===== src/rtl/decode_stage.sv =====
// PikaRISC decode stage: registered, handshaked field/flag decode with
// load-use bubble insertion, flush support and a saturating stall counter.
module decode_stage #(
   parameter int PC_W         = 32,
   parameter bit HAZARD_EN    = 1'b1,
   parameter bit SIGN_EXT_IMM = 1'b1,
   parameter int CNT_W        = 16
) (
   input  logic             clk,
   input  logic             rst,
   input  logic             flush,
   input  logic             in_valid,
   output logic             in_ready,
   input  logic [31:0]      instruction,
   input  logic [PC_W-1:0]  pc,
   output logic             out_valid,
   input  logic             out_ready,
   output logic [PC_W-1:0]  out_pc,
   output logic [5:0]       opcode,
   output logic [3:0]       rd,
   output logic [3:0]       cond,
   output logic [3:0]       rs,
   output logic [3:0]       rt,
   output logic [31:0]      imm_ext,
   output logic [21:0]      md,
   output logic             is_alu_op,
   output logic             is_not_op,
   output logic             is_cmp_op,
   output logic             is_jmp_op,
   output logic             is_ld_op,
   output logic             is_str_op,
   output logic             is_call_op,
   output logic             is_ret_op,
   output logic             is_src2_imm,
   output logic             hazard,
   output logic [CNT_W-1:0] stall_count
);

   localparam logic [4:0] OP_NOT  = 5'b00111;
   localparam logic [4:0] OP_JMP  = 5'b10001;
   localparam logic [5:0] OP_CMP  = 6'b100000;
   localparam logic [5:0] OP_LD   = 6'b100100;
   localparam logic [5:0] OP_STR  = 6'b100110;
   localparam logic [5:0] OP_CALL = 6'b101000;
   localparam logic [5:0] OP_RET  = 6'b101010;

   logic [5:0]  w_op;
   logic [3:0]  w_rd, w_rs, w_rt;
   logic [17:0] w_imm;
   logic [31:0] w_imm_ext;
   logic [8:0]  w_flags;
   logic        w_alu, w_not, w_cmp, w_ld, w_str, w_src2;
   logic        w_uses_rs, w_uses_rt, w_uses_rd_src;
   logic        w_hazard, w_in_ready, w_accept;

   logic              r_valid;
   logic [PC_W-1:0]   r_pc;
   logic [31:0]       r_instr;
   logic [31:0]       r_imm_ext;
   logic [8:0]        r_flags;
   logic [CNT_W-1:0]  r_stall_cnt;

   assign w_op  = instruction[31:26];
   assign w_rd  = instruction[25:22];
   assign w_rs  = instruction[21:18];
   assign w_rt  = instruction[17:14];
   assign w_imm = instruction[17:0];

   assign w_alu  = ~instruction[31];
   assign w_not  = (instruction[31:27] == OP_NOT);
   assign w_cmp  = (w_op == OP_CMP);
   assign w_ld   = (w_op == OP_LD);
   assign w_str  = (w_op == OP_STR);
   assign w_src2 = instruction[26];

   // Flag vector order: alu, not, cmp, jmp, ld, str, call, ret, src2_imm
   assign w_flags = {w_alu, w_not, w_cmp, (instruction[31:27] == OP_JMP), w_ld, w_str,
                     (w_op == OP_CALL), (w_op == OP_RET), w_src2};

   generate
      if (SIGN_EXT_IMM) begin : g_sext
         assign w_imm_ext = {{14{w_imm[17]}}, w_imm};
      end else begin : g_zext
         assign w_imm_ext = {14'b0, w_imm};
      end
   endgenerate

   assign w_uses_rs     = w_alu | w_cmp | w_ld | w_str;
   assign w_uses_rt     = ((w_alu & ~w_not) | w_cmp) & ~w_src2;
   assign w_uses_rd_src = w_str;

   // Compare the incoming source registers against the destination of a held load
   assign w_hazard = HAZARD_EN & ~rst & in_valid & r_valid & r_flags[4] &
                     ((w_uses_rs & (w_rs == r_instr[25:22])) |
                      (w_uses_rt & (w_rt == r_instr[25:22])) |
                      (w_uses_rd_src & (w_rd == r_instr[25:22])));

   assign w_in_ready = ~rst & ~flush & ~w_hazard & (~r_valid | out_ready);
   assign w_accept   = in_valid & w_in_ready;

   always_ff @(posedge clk) begin
      if (rst) begin
         r_valid   <= 1'b0;
         r_pc      <= '0;
         r_instr   <= '0;
         r_imm_ext <= '0;
         r_flags   <= '0;
      end else if (flush) begin
         r_valid <= 1'b0;
      end else if (w_accept) begin
         r_valid   <= 1'b1;
         r_pc      <= pc;
         r_instr   <= instruction;
         r_imm_ext <= w_imm_ext;
         r_flags   <= w_flags;
      end else if (out_ready) begin
         r_valid <= 1'b0;
      end
   end

   always_ff @(posedge clk) begin
      if (rst) begin
         r_stall_cnt <= '0;
      end else if (w_hazard && (r_stall_cnt != {CNT_W{1'b1}})) begin
         r_stall_cnt <= r_stall_cnt + 1'b1;
      end
   end

   assign in_ready    = w_in_ready;
   assign hazard      = w_hazard;
   assign out_valid   = r_valid;
   assign out_pc      = r_pc;
   assign opcode      = r_instr[31:26];
   assign rd          = r_instr[25:22];
   assign cond        = r_instr[25:22];
   assign rs          = r_instr[21:18];
   assign rt          = r_instr[17:14];
   assign md          = r_instr[21:0];
   assign imm_ext     = r_imm_ext;
   assign is_alu_op   = r_flags[8];
   assign is_not_op   = r_flags[7];
   assign is_cmp_op   = r_flags[6];
   assign is_jmp_op   = r_flags[5];
   assign is_ld_op    = r_flags[4];
   assign is_str_op   = r_flags[3];
   assign is_call_op  = r_flags[2];
   assign is_ret_op   = r_flags[1];
   assign is_src2_imm = r_flags[0];
   assign stall_count = r_stall_cnt;

endmodule


===== config.mk =====
export PLATFORM = sky130hd
export DESIGN_NAME = decode_stage
export DESIGN_NICKNAME = d
export VERILOG_FILES = /design/src/rtl/decode_stage.sv
export SDC_FILE = /design/constraint.sdc
export NUM_CORES = 1
export LEC_CHECK = 0
export BUFFER_PORTS_ARGS = -buffer_cell sky130_fd_sc_hd__buf_4
export CAP_MARGIN = 10
export CORE_MARGIN = 2
export CORE_UTILIZATION = 50
export DETAILED_ROUTE_END_ITERATION = 16
export PLACE_DENSITY = 0.86
export SYNTH_ARGS = -nofsm -noshare
export SYNTH_HDL_FRONTEND = slang
export SYNTH_SLANG_ARGS = --single-unit

===== constraint.sdc =====
create_clock -name clk -period 6.9 [get_ports clk]
set_clock_uncertainty 0.2 [all_clocks]
set_input_delay 1.035 -clock clk [delete_from_list [all_inputs] [get_ports clk]]
set_output_delay 1.035 -clock clk [all_outputs]
set_load 0.03 [all_outputs]

==> impl_results.md <==
- Status: complete, no violations
- Critical path endpoint category: output port
- CTS buffer count: 9
- Total GRT Usage: 0.248
- Critical Path Fanout Max: 93
- Max Fclk: 0.211 GHz
- WP data required: 5660 ps
- Worst min path class: flop to flop
- Starting Density: 0.511
- Antenna violations before repair: 0
- Slew headroom: 0.240
- RSZ-0062 raised after global routing: false
- Hold_buf cts: 0
- Yosys reg bits: 89
- Most used cell, CP: buf_4
- Routability cong.: 0.886
- Synth cell count leaders: 89 x dfxtp_1, 77 x nand3_1, 76 x a21oi_1
- Final ANT Viol Nets: 0
- Setup TNS: 0 ps
- R2r startpoint: r_instr[24]$_SDFFE_PP0P_
- Cell Area, Placed: 5330 µm²
- Number of port buffers: 204
- Slowest stage delay, CP: 760 ps
- Die Wd: 95.2 µm
- Fin worst setup slack: 2160 ps
- Die area: 9070 µm²
- EDFF count, synth: 0
- Final period util: 0.687
- Total wire length: 11700 µm
- Asr flop ratio synth: 0
- Mean Syn Cell Area: 8.03 µm²
- Root Buffer Master: clkbuf_8
- Io pins: 205
- H-tree Lvls: 3
- Post-cts resize count: 0
- Area delta synth->final: 32.4%
- Vias per inst: 5.62
- Hpwl dp: 7890 µm
- Post-Syn Nets: 588
- Top FF cell, synth: dfxtp_1
- Hold Path Depth: 2
- Cell Area, Synth: 4160 µm²
- Final hold vios: 0
- Largest net degree at the start of global routing: 94
- Layout cells sized above 1: 0.358
- TritonRoute pass-1 iters: 4
- Total clock sinks: 89
- CP arrival: 3500 ps
- Final setup viols: 0
- Antenna Diode Count: 0
- Post-synthesis cell type count: 38
- Gr ovfl total: 0
- Worst vdd ir: 0.132 mV
- Drt initial violations: 178
- Static leakage: 2.34 nW
- Kind of critical path: input pin to output port
- Slew @ Worst Pin: 1140 ps
- Crit-path slowest cell: a31o_4
- Worst R2R End: r_flags[8]$_SDFFE_PP0P_
- Most common cell in the netlist: dfxtp_1
- YS warnings: 0
- Synth Instances: 518
- Postcts setup bufs: 0
- Power per cell area: 184 nW/µm²
- Setup WS pre-CTS: 2160 ps
- Max cap viols: 0
- Clk_lat worst skew: 340 ps
- TritonCTS clock tree: done
- First-pass GRT wire length: 18100 µm
- Crit start category: input pin
- Row cnt: 33
- Nets: 715
- Final Core Density: 0.677
- DR WL/cell: 15.5 µm
- Vias in the first global route: 3876
- Slew Viols, Final: 0
- Clk slew on worst S/H paths: 90 ps
- Die height: 95.2 µm
- Seq/Total Area, Yosys: 0.428
- Worst-case reg-to-reg path depth: 8
- DRC Markers: 0
- Hold slack: 279 ps
- CP Cell Sequence: buf_4, inv_1, nand4_1, a31o_4, and2_1, buf_4
- R2R setup slack: 3810 ps
- Synth top area cells: dfxtp_1 43%, nand3_1 9.3%, a21oi_1 9.1%, o21ai_0 9.0%, buf_4 8.1%
- Area share of the largest cell type after synthesis: 0.428
- Via count: 4245
- Top cell type by total area after synthesis: dfxtp_1
- CTS Buffer Depth: 2
- Post-layout min period: 4740 ps
- Hold Startpoint: r_flags[1]$_SDFFE_PP0P_
- WHS Endpoint: r_flags[1]$_SDFFE_PP0P_
- Final Instance Area: 5510 µm²
- Area of the core: 8130 µm²
[layout make-up]
| type | instances | area [µm²] |
|---|---|---|
| Fill cell | 645 | 2630 |
| Tap cell | 105 | 131 |
| Clock inverter | 7 | 52.6 |
| Multi-Input combinational cell | 334 | 1850 |
| Inverter | 5 | 18.8 |
| Clock buffer | 9 | 124 |
| Sequential cell | 89 | 1780 |
| Timing Repair Buffer | 206 | 1550 |
[sequential cells by signal (all words and copies together) (netlist names)]
register	flops
stall_count	16
out_valid	1
r_flags	8
r_instr	32
out_pc	32
[worst max-delay path, delay by kind of cell]
kind | cells | cell delay (ps)
AO/OA/AOI/OAI | 1 | 760
AND/OR/NAND/NOR | 2 | 440
buffers and inverters | 3 | 1200
[through the flow]
| step | std cells | total power, mW |
|---|---|---|
| after floorplan | 518 | 0.640 |
| after global placement | 739 | 0.703 |
| after detailed placement | 739 | 0.706 |
| after CTS | 755 | 1.03 |
| after global routing | 755 | 1.06 |
| final | 755 | 1.02 |
[cells by family (layout without fill, tap and decap cells)]
family / count (synthesis) / count (layout) / synth area share
buf+inv: 95 / 227 / 0.129
xor+xnor: 12 / 12 / 0.0253
flops: 89 / 89 / 0.428
fa+ha+maj: 1 / 1 / 0.00301
compound gates: 161 / 161 / 0.202
simple gates: 152 / 152 / 0.192
mux: 8 / 8 / 0.0211
[per-layer routing]
| layer | wire (µm) | track usage | up-vias |
|---|---|---|---|
| met1 | 4660 | 0.303 | 1995 |
| li1 | - | - | 2048 |
| met3 | 1020 | 0.0609 | 15 |
| met5 | 0 | 0 | - |
| met2 | 5840 | 0.433 | 187 |
| met4 | 151 | 0.0676 | 0 |
[report_power, final]
| group | total [mW] | internal (mW) | switching (mW) |
|---|---|---|---|
| combinational | 0.158 | 0.0653 | 0.0928 |
| clock | 0.322 | 0.134 | 0.188 |
| sequential | 0.536 | 0.526 | 0.00945 |
[layout by cell type, fill, tap and decap left out, types with 2 or more instances in the layout]
cell	instances
buf_4	206
dfxtp_1	89
nand3_1	77
a21oi_1	76
o21ai_0	75
nand2_1	14
nor2_1	13
xor2_1	10
clkbuf_8	9
nand4_1	8
nor4_1	7
nor2b_1	6
mux2_2	6
and3_1	5
nor3_1	4
inv_1	4
or3_1	4
o41ai_1	3
or4_1	3
inv_6	3
nand2b_1	2
xnor2_1	2
o211ai_1	2
nor3b_1	2
nor4b_1	2
mux2i_1	2
clkinv_2	2
[worst max-delay path by stage]
| stage | slack [ps] | start | cells after the start | endpoint |
|---|---|---|---|---|
| after global placement | 2190 | rst | 6 | in_ready |
| after global routing | 1940 | rst | 6 | in_ready |
| after floorplan | 2980 | instruction[26] | 7 | in_ready |
| after detailed placement | 2160 | rst | 6 | in_ready |
| final | 2160 | rst | 6 | in_ready |
| after CTS | 2170 | rst | 6 | in_ready |
Note: power is estimated with default switching activity, not from simulation.
